## src/rtl/fp_pkg.sv

```systemverilog
// Shared constants and FSM state type for the compressed-float expander.
package fp_pkg;

    localparam int unsigned W_D     = 13;
    localparam int unsigned W_E     = 3;
    localparam int unsigned W_F     = 5;
    localparam int unsigned MAX_MAG = 3968;

    typedef enum logic [1:0] {
        IDLE,
        SHIFT,
        OUT
    } state_t;

endpackage

```

## src/rtl/fp_expand.sv

```systemverilog
// Expands {S, E, F} into a W_D-bit two's-complement value (S ? -1 : 1) * (F << E),
// one shift per cycle, with valid/ready handshakes on both sides.
module fp_expand
    import fp_pkg::*;
#(
    parameter int unsigned W_D = fp_pkg::W_D,
    parameter int unsigned W_E = fp_pkg::W_E,
    parameter int unsigned W_F = fp_pkg::W_F
) (
    input  logic           clk,
    input  logic           rst,
    input  logic           in_valid,
    output logic           in_ready,
    input  logic           in_s,
    input  logic [W_E-1:0] in_e,
    input  logic [W_F-1:0] in_f,
    output logic           out_valid,
    input  logic           out_ready,
    output logic [W_D-1:0] out_d,
    output logic           busy
);

    state_t         state_q, state_d;
    logic [W_D-1:0] mag_q, mag_d;
    logic [W_E-1:0] cnt_q, cnt_d;
    logic           sgn_q, sgn_d;
    logic [W_D-1:0] out_d_q, out_d_d;
    logic           out_valid_q, out_valid_d;

    always_comb begin
        state_d     = state_q;
        mag_d       = mag_q;
        cnt_d       = cnt_q;
        sgn_d       = sgn_q;
        out_d_d     = out_d_q;
        out_valid_d = out_valid_q;
        case (state_q)
            IDLE: begin
                if (in_valid) begin
                    mag_d   = W_D'(in_f);
                    cnt_d   = in_e;
                    sgn_d   = in_s;
                    state_d = SHIFT;
                end
            end
            SHIFT: begin
                if (cnt_q != '0) begin
                    mag_d = mag_q << 1;
                    cnt_d = cnt_q - W_E'(1);
                end else begin
                    // Negating a zero magnitude wraps back to zero, so -0 never appears.
                    out_d_d     = sgn_q ? (~mag_q + W_D'(1)) : mag_q;
                    out_valid_d = 1'b1;
                    state_d     = OUT;
                end
            end
            OUT: begin
                if (out_ready) begin
                    out_valid_d = 1'b0;
                    state_d     = IDLE;
                end
            end
            default: state_d = IDLE;
        endcase
    end

    always_ff @(posedge clk) begin
        if (rst) begin
            state_q     <= IDLE;
            mag_q       <= '0;
            cnt_q       <= '0;
            sgn_q       <= 1'b0;
            out_d_q     <= '0;
            out_valid_q <= 1'b0;
        end else begin
            state_q     <= state_d;
            mag_q       <= mag_d;
            cnt_q       <= cnt_d;
            sgn_q       <= sgn_d;
            out_d_q     <= out_d_d;
            out_valid_q <= out_valid_d;
        end
    end

    assign in_ready  = (state_q == IDLE);
    assign busy      = (state_q != IDLE);
    assign out_valid = out_valid_q;
    assign out_d     = out_d_q;

endmodule

```

## config.mk

```make
export PLATFORM = sky130hd
export DESIGN_NAME = fp_expand
export DESIGN_NICKNAME = d
export VERILOG_FILES = /design/src/rtl/fp_pkg.sv /design/src/rtl/fp_expand.sv
export SDC_FILE = /design/constraint.sdc
export NUM_CORES = 1
export LEC_CHECK = 0
export CAP_MARGIN = 20
export CORE_AREA = 2 2 68 70
export CTS_CLUSTER_SIZE = 12
export DETAILED_ROUTE_END_ITERATION = 10
export DIE_AREA = 0 0 70 72
export PLACE_DENSITY = 0.7
export SYNTH_ARGS = -nofsm -noshare
export SYNTH_HDL_FRONTEND = slang
export SYNTH_SLANG_ARGS = --single-unit
```

## constraint.sdc

```tcl
create_clock -name clk -period 1.75 [get_ports clk]
set_clock_uncertainty 0.2 [all_clocks]
set_input_delay 0.2625 -clock clk [delete_from_list [all_inputs] [get_ports clk]]
set_output_delay 0.2625 -clock clk [all_outputs]
set_load 0.01 [all_outputs]
```

==> results.toml <==
[layout]
areaGrowthSynthToFinish_pct = 48.49
nets = 267
layout-drive-gt1-share_pct = 31.87
diodes = 0
utilization_pct = 57.78
post_layout_nonfiller_instances = 303
n_fill_cell = 385

[route]
dr.pass1.iters = 4
wl_mm = 4.191
ant_nets = 0
viasPerCell = 5.337
drt_iter0_markers = 94
drc = 0
vias = 1617
wl_per_cell_um = 13.83

[synth]
mappedNetlistNets = 208
yosysMostFrequentCell = "dfxtp_1"
yosysSeqAreaShare_pct = 39.82
synth-async-reset-ratio_pct = 0
synthFlopType = "dfxtp_1"
syn_area_um2 = 1659
yosysWarnings = 0
synth_cell_types = 46
yosysTopAreaCellShare_pct = 39.82
synth_cells = 192
ys_top_cells_by_area = "dfxtp_1, nand2_1, nor2_1, a21oi_1, nand3_1"
ys_seq_elements = 33
synth_area_per_cell_um2 = 8.641
synth_enable_flop_cells = 0
yosys.area.top_type = "dfxtp_1"
synth_commonest_cells = "dfxtp_1, nand2_1, nor2_1, a21oi_1, nand3_1"

[cts]
cts_root_buf = "clkbuf_8"
cts.clk_slew.worst_paths_ps = 70
cts.sink_count = 33
numCtsBuffers = 5
cts_buffer_depth = 2
worst_skew_pair.late_latency_ps = 290
cts_tree = "yes"
h-tree-depth = 2

[placement]
post-dp-hpwl_mm = 2.835
globalplace.congestion = 0.7949
place_inst = 288
port_buffers = 28

[pwr]
power_mw = 2.380
p_leak_nw = 0.8965
powerDensity_nw_per_um2 = 966.0
vdd_drop_max_v = 0.0003781

[timing]
hold_viol_final = 0
max_slew_margin_pct = 69.90
setup_ws_ps = -67.46
period_needed_ps = 1817
rsz0062_at_grt = "yes"
period_share_pct = 103.9
slew_violations = 0
fmax_ghz = 0.5502
setup_violations = 4
worst_slew_pin_slew_ps = 445.6

[die]
die_x_um = 70
rows = 24
die_h_um = 72
die-area_um2 = 5040
start_util_pct = 38.91
io_pins = 29
core-area_um2 = 4264

[min_path]
min_from = "cnt_q[1]$_SDFFE_PP0P_"
holdPathStages = 2
hold_end = "cnt_q[1]$_SDFFE_PP0P_"
min_path_type = "flip-flop to flip-flop"

[run_status]
status = "finished, violations left"
violations = "negative setup slack"

[critical_path]
cp.required_ps = 1730
worstPathMaxFanout = 3
regToRegStartpoint = "mag_q[0]$_SDFFE_PP0P_"
start_kind = "flip-flop"
r2r_slack_ps = -70
crit_type = "flip-flop to flip-flop"
arrival_ps = 1800
rr_worst_depth = 6
r2r_end = "out_d[8]$_SDFFE_PP0P_"
worst_setup_path_end_kind = "flip-flop"

[grt]
grt_pass1_vias = 1487
grt_max_degree = 22
grt_util_all_layers_pct = 17.32
grt_pass1_wl_mm = 6.893
gr-total-overflow = 0
antenna_found_initial = 0

[run]
timing.max_cap.violations = 0
==> cell families (layout without fill, tap and decap cells) <==
logic type	after synthesis	in the layout	synth area share [%]
adder cells (fa/ha/maj)	3	3	2.263
AND/OR/NAND/NOR	82	82	25.64
AO/OA/AOI/OAI	46	46	22.47
flip-flops	33	33	39.82
XOR/XNOR	5	5	2.639
buffers and inverters	20	79	5.279
multiplexers	3	3	1.885
==> layout by cell type, fill, tap and decap left out, drive strengths merged, types with 4 or more instances in the layout <==
cell type | synthesis | layout
clkdlybuf4s50 | 0 | 26
a311oi | 4 | 4
buf | 9 | 39
a21oi | 14 | 14
clkbuf | 6 | 7
a211oi | 7 | 7
dfxtp | 33 | 33
nand2 | 25 | 25
nor2 | 19 | 19
o21ai | 5 | 5
nor3b | 4 | 4
nand3 | 12 | 12
xor2 | 4 | 4
nor2b | 4 | 4
inv | 5 | 5
==> per-stage QoR <==
| step | area [um^2] | hold WS [ps] | setup slack [ps] | TNS, ps |
|---|---|---|---|---|
| after detailed placement | 2196 | 248.5 | -112.4 | -1476 |
| after global routing | 2464 | 298.7 | -142.2 | -1074 |
| after global placement | 2196 | 242.5 | -53.66 | -701.2 |
| after CTS | 2338 | 256.7 | -76.06 | -198.1 |
| after floorplan | 1665 | 206.4 | -109.8 | -109.8 |
| final | 2464 | 257.2 | -67.46 | -166.2 |
==> layout make-up <==
type | count | area (um^2) | area share (%)
Sequential cell | 33 | 673.1 | 27.32
Tap cell | 52 | 65.06 | 2.641
Timing Repair Buffer | 67 | 601.8 | 24.43
Clock buffer | 7 | 86.33 | 3.504
Inverter | 5 | 18.77 | 0.7618
Multi-Input combinational cell | 139 | 1018 | 41.34
==> routing by layer <==
metal / global-route usage [%] / vias to the layer above / share of wire, %
li1: - / 817 / -
met1: 21.52 / 761 / 45
met2: 29.10 / 34 / 49
met3: 5.000 / 5 / 4.3
met4: 5.769 / 0 / 1.2
met5: 0 / - / 0
==> power breakdown <==
group / total (mW) / switching [mW] / internal [mW]
registers: 0.894 / 0.0620 / 0.832
logic: 0.902 / 0.425 / 0.477
clock network: 0.584 / 0.272 / 0.312
total: 2.38 / 0.759 / 1.62
==> how the worst max path moves through the flow <==
stage / startpoint / to / slack, ps
6_report: mag_q[0]$_SDFFE_PP0P_ / out_d[8]$_SDFFE_PP0P_ / -70
5_1_grt: mag_q[0]$_SDFFE_PP0P_ / out_d[6]$_SDFFE_PP0P_ / -140
4_1_cts: mag_q[0]$_SDFFE_PP0P_ / out_d[6]$_SDFFE_PP0P_ / -80
3_5_place_dp: mag_q[0]$_SDFFE_PP0P_ / out_d[6]$_SDFFE_PP0P_ / -110
3_3_place_gp: in_valid / mag_q[5]$_SDFFE_PP0P_ / -50
2_1_floorplan: mag_q[0]$_SDFFE_PP0P_ / out_d[8]$_SDFFE_PP0P_ / -110
==> flip-flops by register name, indices dropped and copies added, names as in the netlist <==
| signal | cells |
|---|---|
| mag_q | 13 |
| sgn_q | 1 |
| cnt_q | 3 |
| state_q | 2 |
| out_valid | 1 |
| out_d | 13 |
==> critical path, cell delays in order (launching register included) <==
cell and delay, ps:
dfxtp_2 320, inv_2 70, ha_4 130, or3b_4 400
o31ai_4 210, a2111oi_1 110, a311o_1 270
==> timing repair <==
action | CTS | global route
gates resized for setup | 19 | 19
endpoints found under the setup margin | 24 | 27
pin swaps | 9 | 12
endpoints found under the hold margin | 0 | 0
hold buffers | 0 | 0
setup buffers | 2 | 6
Note: power is estimated with default switching activity, not from simulation.
